--- config.mk ---
export PLATFORM = sky130hd
export DESIGN_NAME = controlador_display_oled
export DESIGN_NICKNAME = d
export VERILOG_FILES = /design/src/rtl/display_pkg.sv /design/src/rtl/spi_byte_tx.sv /design/src/rtl/controlador_display_oled.sv
export SDC_FILE = /design/constraint.sdc
export NUM_CORES = 1
export LEC_CHECK = 0
export CAP_MARGIN = 10
export CORE_ASPECT_RATIO = 0.6
export CORE_MARGIN = 2
export CORE_UTILIZATION = 35
export DETAILED_ROUTE_END_ITERATION = 16
export PLACE_DENSITY = 0.63
export SLEW_MARGIN = 20
export SYNTH_ARGS = -nofsm -noshare
export SYNTH_HDL_FRONTEND = slang
export SYNTH_HIERARCHICAL = 1
export SYNTH_SLANG_ARGS = --single-unit
--- constraint.sdc ---
create_clock -name clk -period 2.9 [get_ports clk]
set_clock_uncertainty 0.15 [all_clocks]
set_input_delay 0.435 -clock clk [delete_from_list [all_inputs] [get_ports clk]]
set_output_delay 0.435 -clock clk [all_outputs]
set_load 0.03 [all_outputs]
--- src/rtl/display_pkg.sv ---
// Shared definitions for the OLED controller: FSM state encoding, sizes and
// the SSD1306 power-up command list.
// Build option: CONTROLADOR_DISPLAY_FLIP_EN selects segment remap / COM scan
// direction bytes that rotate the image by 180 degrees.
package display_pkg;

    typedef enum logic [2:0] {
        S_RST_LOW   = 3'd0,
        S_RST_WAIT  = 3'd1,
        S_LOAD      = 3'd2,
        S_SHIFT     = 3'd3,
        S_DATA_DONE = 3'd4,
        S_CMD_DONE  = 3'd5
    } state_t;

    localparam int INIT_LEN    = 31;
    localparam int FRAME_BYTES = 1024;

    // Power-up command list; vertical addressing over the full 128x64 window.
    function automatic logic [7:0] init_rom(input logic [4:0] idx);
        logic [7:0] b;
        case (idx)
            5'd0:  b = 8'hAE;
            5'd1:  b = 8'hD5;
            5'd2:  b = 8'h80;
            5'd3:  b = 8'hA8;
            5'd4:  b = 8'h3F;
            5'd5:  b = 8'hD3;
            5'd6:  b = 8'h00;
            5'd7:  b = 8'h40;
            5'd8:  b = 8'h8D;
            5'd9:  b = 8'h14;
            5'd10: b = 8'h20;
            5'd11: b = 8'h01;
            5'd12: b = 8'h21;
            5'd13: b = 8'h00;
            5'd14: b = 8'h7F;
            5'd15: b = 8'h22;
            5'd16: b = 8'h00;
            5'd17: b = 8'h07;
`ifdef CONTROLADOR_DISPLAY_FLIP_EN
            5'd18: b = 8'hA1;
            5'd19: b = 8'hC8;
`else
            5'd18: b = 8'hA0;
            5'd19: b = 8'hC0;
`endif
            5'd20: b = 8'hDA;
            5'd21: b = 8'h12;
            5'd22: b = 8'h81;
            5'd23: b = 8'hCF;
            5'd24: b = 8'hD9;
            5'd25: b = 8'hF1;
            5'd26: b = 8'hDB;
            5'd27: b = 8'h40;
            5'd28: b = 8'hA4;
            5'd29: b = 8'hA6;
            5'd30: b = 8'hAF;
            default: b = 8'h00;
        endcase
        return b;
    endfunction

endpackage

--- src/rtl/spi_byte_tx.sv ---
// Write-only SPI mode-0 byte shifter with its own sclk divider.
// A start pulse loads the byte; done is high for the final cycle of the
// last sclk high half so the caller can leave SHIFT on the same edge that
// drops sclk.
module spi_byte_tx
    import display_pkg::*;
#(
    parameter logic [10:0] CLK_DIV = 11'd50
) (
    input  logic       clk,
    input  logic       rst,
    input  logic       start,
    input  logic [7:0] byte_in,
    output logic       sclk,
    output logic       sdin,
    output logic       done
);

    // A divider of 0 is treated as 1 so the half period never collapses.
    localparam logic [10:0] HALF_TC = (CLK_DIV == 11'd0) ? 11'd0 : CLK_DIV - 11'd1;

    logic [10:0] div_cnt;
    logic [2:0]  bit_cnt;
    logic [7:0]  shreg;
    logic        busy;

    assign done = busy && sclk && (div_cnt == 11'd0) && (bit_cnt == 3'd0);

    // Half-period down-counter drives sclk; sdin changes only on the falling side.
    always_ff @(posedge clk) begin
        if (rst) begin
            sclk    <= 1'b0;
            sdin    <= 1'b0;
            busy    <= 1'b0;
            div_cnt <= 11'd0;
            bit_cnt <= 3'd0;
            shreg   <= 8'h00;
        end else if (start) begin
            busy    <= 1'b1;
            sclk    <= 1'b0;
            sdin    <= byte_in[7];
            shreg   <= {byte_in[6:0], 1'b0};
            div_cnt <= HALF_TC;
            bit_cnt <= 3'd7;
        end else if (busy) begin
            if (div_cnt != 11'd0) begin
                div_cnt <= div_cnt - 11'd1;
            end else if (!sclk) begin
                sclk    <= 1'b1;
                div_cnt <= HALF_TC;
            end else begin
                sclk    <= 1'b0;
                div_cnt <= HALF_TC;
                if (bit_cnt == 3'd0) begin
                    busy <= 1'b0;
                end else begin
                    bit_cnt <= bit_cnt - 3'd1;
                    sdin    <= shreg[7];
                    shreg   <= {shreg[6:0], 1'b0};
                end
            end
        end
    end

endmodule

--- src/rtl/controlador_display_oled.sv ---
// SSD1306 128x64 OLED streamer: panel reset pulse, init command list, then
// endless refresh of 1024 pixel bytes (vertical addressing) from data_to_send.
// Build option: CONTROLADOR_DISPLAY_FLIP_EN (rotated init bytes, see display_pkg).
//
// state       | meaning
// ------------+-----------------------------------------------------------
// S_RST_LOW   | io_reset held low for RST_LOW cycles
// S_RST_WAIT  | io_reset high, wait RST_LOW cycles before first command
// S_LOAD      | latch next byte (ROM or data_to_send), drop io_cs
// S_SHIFT     | spi_byte_tx clocks 8 bits out, MSB first
// S_DATA_DONE | one cycle, advance pixel byte index
// S_CMD_DONE  | one cycle, advance command index, enter data phase after last
// 6, 7        | unreachable, recover to S_RST_LOW
module controlador_display_oled
    import display_pkg::*;
#(
    parameter logic [10:0] CLK_DIV = 11'd50,
    parameter logic [15:0] RST_LOW = 16'd100
) (
    input  logic       clk,
    input  logic       rst,
    input  logic [7:0] data_to_send,
    output logic       io_sclk,
    output logic       io_sdin,
    output logic       io_cs,
    output logic       io_dc,
    output logic       io_reset
);

    localparam logic [15:0] RST_TC   = (RST_LOW == 16'd0) ? 16'd0 : RST_LOW - 16'd1;
    localparam int          BYTE_W   = $clog2(FRAME_BYTES);
    localparam logic [4:0]  LAST_CMD = 5'(INIT_LEN - 1);

    state_t              state;
    state_t              next_state;
    logic [7:0]          dataToSend;
    logic [15:0]         rst_tmr;
    logic [4:0]          cmd_idx;
    logic [BYTE_W-1:0]   byte_idx;
    logic                data_phase;
    logic [7:0]          load_byte;
    logic                tx_start;
    logic                tx_done;

    assign load_byte = data_phase ? data_to_send : init_rom(cmd_idx);
    assign tx_start  = (state == S_LOAD);

    spi_byte_tx #(
        .CLK_DIV (CLK_DIV)
    ) u_tx (
        .clk     (clk),
        .rst     (rst),
        .start   (tx_start),
        .byte_in (load_byte),
        .sclk    (io_sclk),
        .sdin    (io_sdin),
        .done    (tx_done)
    );

    // State register.
    always_ff @(posedge clk) begin
        if (rst) begin
            state <= S_RST_LOW;
        end else begin
            state <= next_state;
        end
    end

    // Next-state decode.
    always_comb begin
        next_state = state;
        case (state)
            S_RST_LOW:   if (rst_tmr == 16'd0) next_state = S_RST_WAIT;
            S_RST_WAIT:  if (rst_tmr == 16'd0) next_state = S_LOAD;
            S_LOAD:      next_state = S_SHIFT;
            S_SHIFT:     if (tx_done) next_state = data_phase ? S_DATA_DONE : S_CMD_DONE;
            S_DATA_DONE: next_state = S_LOAD;
            S_CMD_DONE:  next_state = S_LOAD;
            default:     next_state = S_RST_LOW;
        endcase
    end

    // Panel pins, reset timer and byte/command counters.
    always_ff @(posedge clk) begin
        if (rst) begin
            io_reset   <= 1'b0;
            io_cs      <= 1'b1;
            io_dc      <= 1'b0;
            dataToSend <= 8'h00;
            rst_tmr    <= RST_TC;
            cmd_idx    <= 5'd0;
            byte_idx   <= '0;
            data_phase <= 1'b0;
        end else begin
            case (state)
                S_RST_LOW: begin
                    if (rst_tmr == 16'd0) begin
                        io_reset <= 1'b1;
                        rst_tmr  <= RST_TC;
                    end else begin
                        rst_tmr <= rst_tmr - 16'd1;
                    end
                end
                S_RST_WAIT: begin
                    if (rst_tmr != 16'd0) rst_tmr <= rst_tmr - 16'd1;
                end
                S_LOAD: begin
                    dataToSend <= load_byte;
                    io_dc      <= data_phase;
                    io_cs      <= 1'b0;
                end
                S_SHIFT: begin
                    if (tx_done) io_cs <= 1'b1;
                end
                S_DATA_DONE: begin
                    byte_idx <= byte_idx + 1'b1;
                end
                S_CMD_DONE: begin
                    cmd_idx <= cmd_idx + 5'd1;
                    if (cmd_idx == LAST_CMD) begin
                        data_phase <= 1'b1;
                        byte_idx   <= '0;
                    end
                end
                default: begin
                    io_reset   <= 1'b0;
                    io_cs      <= 1'b1;
                    io_dc      <= 1'b0;
                    rst_tmr    <= RST_TC;
                    cmd_idx    <= 5'd0;
                    data_phase <= 1'b0;
                end
            endcase
        end
    end

endmodule

After elaboration in Yosys (flattened, before gate mapping)
Memory sizes are Yosys's and may differ from the RTL's. A register that Yosys moved wholly into a read port is not among the register bits.
Index checks and enable logic that the tools add are counted.
{ "word_totals": {"word_cells": 105, "n_memories": 1, "mem_bits_ro": 256, "regBits": 52, "inputBits": 10, "out_inout_bits": 5} }
{ "mem_list": {"columns": ["memory", "words", "word_bits", "read_ports", "rd_ports_with_merged_regs", "wr", "line", "source"], "rows": [
  ["(no name shown)", 32, 8, 1, 1, 0, "display_pkg.sv:22", "case (idx)"]
]} }
{ "classes": {"n_mux": 43, "addsub": 4, "eq_ne": 13, "n_bitwise": 5, "n_reduce_logical": 25} }
{ "op_table": {"columns": ["op", "count"], "rows": [
  ["two-way mux 8 bit", 6],
  ["one-hot mux 16 bit (3 select lines)", 1],
  ["two-way mux 16 bit", 2],
  ["two-way mux 3 bit", 8],
  ["logical NOT 16 bit", 1],
  ["nonzero test 16 bit", 1],
  ["subtractor 16 x 1 -> 16 bit (second input constant)", 1],
  ["two-way mux 1 bit", 15],
  ["one-hot mux 3 bit (5 select lines)", 1],
  ["OR reduction 5 bit", 3],
  ["inequality test 2 bit (second input constant)", 7],
  ["two-way mux 6 bit", 2],
  ["logical NOT 11 bit", 1],
  ["two-way mux 11 bit", 1],
  ["nonzero test 11 bit", 1],
  ["subtractor 11 x 1 -> 11 bit (second input constant)", 1],
  ["two-way mux 5 bit", 2],
  ["one-hot mux 5 bit (2 select lines)", 1],
  ["AND reduction 2 bit", 5],
  ["OR reduction 4 bit", 2],
  ["equality test 3 x 2 -> 1 bit (second input constant)", 2],
  ["equality test 3 bit (second input constant)", 2],
  ["logical NOT 3 bit", 2],
  ["one-hot mux 1 bit (2 select lines)", 3],
  ["other kinds (11)", 19]
]} }

Longest topological paths before layout
{ "depth": {"ltp_word": 6, "depth_mapped": 13} }

Modules after synthesis
The synthesis kept the hierarchy.
{ "modules_own_cells": {"columns": ["module", "area_each_um2", "instances", "cells_each", "seq_area_each_um2"], "rows": [
  ["controlador_display_oled", 2434.8, 1, 306, 720.7],
  ["spi_byte_tx", 1204.9, 1, 134, 480.5]
]} }

Least setup slack after synthesis
No wires, ideal clock.
{ "synth_timing": {"path_type": "reg2reg", "from": "register cmd_idx[0]", "to": "register with a tool-made name", "path_buffers": 2, "period_less_slack_ns": 2.696, "path_slack_ns": 0.204, "arrival_time_ns": 2.415, "path_stages_with_launch": 13, "cell_sequence": "dfxtp_1 -> inv_1 -> ha_1 -> a2bb2oi_1 -> clkbuf_1 -> or2_2 -> ha_1 -> clkbuf_1 -> mux2_2 -> o32ai_1 -> a21oi_1 -> a31oi_1 -> a32oi_1"} }
{ "synth_rtl": {"columns": ["element", "line", "source"], "rows": [
  ["start: declaration", "controlador_display_oled.sv:38", "logic [4:0] cmd_idx;"],
  ["start signal: assignment", "controlador_display_oled.sv:119", "cmd_idx <= cmd_idx + 5'd1;"]
]} }

==> flow_summary.rst <==
.. list-table::
   :header-rows: 1

   * - Metric
     - Value
   * - Post-synthesis to final-layout area growth
     - 17.88%
   * - Pins Over Slew Limit
     - 0
   * - Max rail drop VDD
     - 0.0002557 V
   * - Number of port buffers
     - 14
   * - Buffer levels on the longest clock path
     - 2
   * - HPWL after detailed placement
     - 6543 um
   * - Clock latency at the later pin of the worst-skew pair
     - 0.33 ns
   * - Required arrival time at the worst endpoint
     - 2.96 ns
   * - Placement row count
     - 28
   * - Drc violations
     - 0
   * - Antenna violations before repair
     - 0
   * - Final Hold Vio Count
     - 0
   * - Category of the critical setup timing path
     - register to register
   * - Sequential cell area fraction in the yosys report
     - 33.00%
   * - Run status
     - completed
   * - Die X
     - 135.7 um
   * - Max_slew headroom
     - 50.08%
   * - Placeable Area
     - 9985 um2
   * - Adder-cell share of the synthesized area
     - 5.500%
   * - First DRT Iteration DRCs
     - 323
   * - Dominant combinational cell family by area after synthesis
     - simple AND/OR/NAND/NOR gates
   * - Reported leakage power
     - 0.001605 uW
   * - Hold Path Class
     - register to register
   * - Critical Path End Type
     - register
   * - Syn avg cell area
     - 8.272 um2
   * - Pin slew with the least headroom to its limit
     - 0.7488 ns
   * - Chain of cells forming the critical path
     - ha_1, a2bb2oi_2, or2_2, ha_1, mux2_2, o32ai_1, a21oi_1, a31oi_1, a32oi_1
   * - Number of violations of the max-capacitance limit
     - 0
   * - Power per standard cell area
     - 476.7 nW/um2
   * - Number of diodes
     - 0
   * - Count of hold buffers inserted by post-cts repair
     - 0
   * - Cell type of the slowest stage on the worst timing path
     - sky130_fd_sc_hd__dfxtp_1
   * - Share of synthesized registers carrying an async set or reset
     - 0%
   * - Kind of cell adding the most delay to the critical path
     - compound AO/OA/AOI/OAI gates
   * - Clk root buf
     - sky130_fd_sc_hd__clkbuf_16
   * - Global-route wire length before repair
     - 14900 um
   * - Part of the cycle the worst path needs
     - 92.37%
   * - TritonCTS clock tree
     - yes
   * - Post-synthesis simple-gate area fraction
     - 27.02%
   * - Fraction of layout cells with a size suffix above 1
     - 14.60%
   * - Maximum level of the CTS H-tree
     - 3
   * - Pin count of the biggest net entering global routing
     - 30
   * - Effective utilization at floorplan
     - 36.45%
   * - Fraction of the mapped netlist area in compound gates
     - 20.21%
   * - Final period demand of the worst path
     - 2.679 ns
   * - Detailed-route wire length
     - 9067 um
   * - Number of nets with antenna violations after detailed routing
     - 0
   * - Post-synthesis instance area
     - 3640 um2
   * - Critical Path Most Common Cell
     - sky130_fd_sc_hd__ha_1
   * - Routability congestion estimate
     - 0.9632
   * - Post-synthesis xor/xnor area fraction
     - 4.813%
   * - Top fanout value on the critical path
     - 5
   * - EDFF count, synth
     - 0
   * - Arr. time, crit path
     - 2.74 ns
   * - Top Ports
     - 15
   * - Distinct cells, synth
     - 77
   * - Avg Vias per Cell
     - 5.535
   * - TritonCTS sink count
     - 60
   * - Mux contribution to synthesized area
     - 3.644%
   * - Total of cells resized after clock tree synthesis
     - 0
   * - CTS clk-pin slew, worst paths
     - 0.05 ns
   * - Fmax achieved
     - 0.3733 GHz
   * - Setup TNS
     - 0 ns
   * - Global route total overflow
     - 0
   * - Via count
     - 3288
   * - GRT Resource Usage Total
     - 16.59%
   * - Final Power
     - 2045 uW
   * - Vertical die dimension
     - 82.99 um
   * - Largest stage delay on the critical path
     - 0.49 ns
   * - Most used DFF post-synth
     - sky130_fd_sc_hd__dfxtp_1
   * - Final routed wire length divided by cell count
     - 15.26 um
   * - Flop and latch count out of synthesis
     - 60
   * - Combined buffer and inverter count along the critical path
     - 0
   * - Post-route worst hold slack
     - 0.3271 ns
   * - Inserted Clock Buffers
     - 9
   * - Layout Nets
     - 481
   * - Gate Count Post-Synth
     - 440
   * - Number of detailed-routing iterations run before antenna repair
     - 5
   * - Final setup violation count
     - 0
   * - Area enclosed by the die boundary
     - 11260 um2
   * - Post-CTS setup repair buffer count
     - 0
   * - Post-Synthesis Net Count
     - 466
   * - Synthesis Warnings
     - 6
   * - Number of global-route vias before repair
     - 2914
   * - Critical path startpoint category
     - register
area by class of cell:
type	count	area [um2]
fillers	990	5694
multi-input cells	328	2238
flip-flops and latches	60	1201
repair buffers	32	275.3
clock buffers	11	242.7
well taps	135	168.9
inverters	24	90.09
clock inverters	4	73.82
worst min-delay path: cells and delay by family, from the launching register on:
family	cells	cell delay (ns)
compound gates	2	0.12
flops	1	0.30
where the power goes:
group	total, uW	leakage (uW)	internal [uW]	switching (uW)
clock	1150	0.000156	770	375
combinational	62.2	0.000965	28.4	33.8
sequential	838	0.000484	832	6.45
total	2050	0.00161	1630	415
cell usage after synthesis (4+ instances only):
master / instances / area share (%)
sky130_fd_sc_hd__a2111oi_1: 5 / 1.4
sky130_fd_sc_hd__a211oi_1: 4 / 0.83
sky130_fd_sc_hd__a21oi_1: 19 / 2.6
sky130_fd_sc_hd__a311oi_1: 5 / 1.2
sky130_fd_sc_hd__a31oi_1: 12 / 2.1
sky130_fd_sc_hd__and4_1: 4 / 0.96
sky130_fd_sc_hd__buf_2: 5 / 0.69
sky130_fd_sc_hd__clkbuf_1: 20 / 2.1
sky130_fd_sc_hd__dfxtp_1: 60 / 33
sky130_fd_sc_hd__ha_1: 16 / 5.5
sky130_fd_sc_hd__inv_1: 22 / 2.3
sky130_fd_sc_hd__mux2_2: 10 / 3.1
sky130_fd_sc_hd__nand2_1: 30 / 3.1
sky130_fd_sc_hd__nand3_1: 11 / 1.5
sky130_fd_sc_hd__nor2_1: 53 / 5.5
sky130_fd_sc_hd__nor2b_1: 6 / 1.0
sky130_fd_sc_hd__nor3_1: 9 / 1.2
sky130_fd_sc_hd__nor4_1: 14 / 2.4
sky130_fd_sc_hd__o21ai_0: 18 / 2.5
sky130_fd_sc_hd__or3_1: 7 / 1.2
sky130_fd_sc_hd__xnor2_1: 11 / 2.6
sky130_fd_sc_hd__xor2_1: 9 / 2.2
per-stage QoR:
stage	util [%]	worst slack (ns)	instance area [um2]	cells
2_1_floorplan	-	0.2038	3640	440
3_3_place_gp	39.74	0.1991	3968	579
3_5_place_dp	39.74	0.1515	3968	579
4_1_cts	42.91	0.1469	4284	594
5_1_grt	42.97	-0.002217	4290	594
6_report	42.97	0.2213	4290	594
path summary, 6_finish.rpt:
kind / start / cells after the start / slack (ns) / to
setup reg to reg: cmd_idx[1]$_SDFFE_PP0N_ / 9 / 0.22 / register
setup / recovery: cmd_idx[1]$_SDFFE_PP0N_ / 9 / 0.22 / register
hold / removal: rst_tmr[9]$_SDFFE_PP0P_ / 2 / 0.33 / rst_tmr[9]$_SDFFE_PP0P_
hold reg to reg: rst_tmr[9]$_SDFFE_PP0P_ / 2 / 0.33 / rst_tmr[9]$_SDFFE_PP0P_
per-layer routing:
metal  vias to the layer above  global-route usage (%)  routed length [um]
met5                         -                       0                   0
li1                       1637                       -                   -
met4                         0                   5.114                 141
met2                       100                   19.61                3384
met3                        18                   5.495                 610
met1                      1533                   26.76                4930
logic make-up (layout without fill, tap and decap cells):
logic type	count (synthesis)	after routing
buffers and inverters	52	71
flip-flops	60	60
XOR/XNOR	20	20
multiplexers	12	12
AND/OR/NAND/NOR	175	175
AO/OA/AOI/OAI	105	105
adder cells (fa/ha/maj)	16	16
cells in the final DEF (no fill, tap or decap), drive strengths merged, types with 12 or more instances in the layout:
master / Yosys / routed
inv: 22 / 22
nor2: 54 / 54
buf: 6 / 18
o21ai: 21 / 21
nor4: 15 / 15
dfxtp: 60 / 60
a21oi: 19 / 19
nor3: 12 / 12
a31oi: 12 / 12
clkdlybuf4s50: 0 / 14
nand2: 30 / 30
ha: 16 / 16
Power figures use the tool's default switching activity.
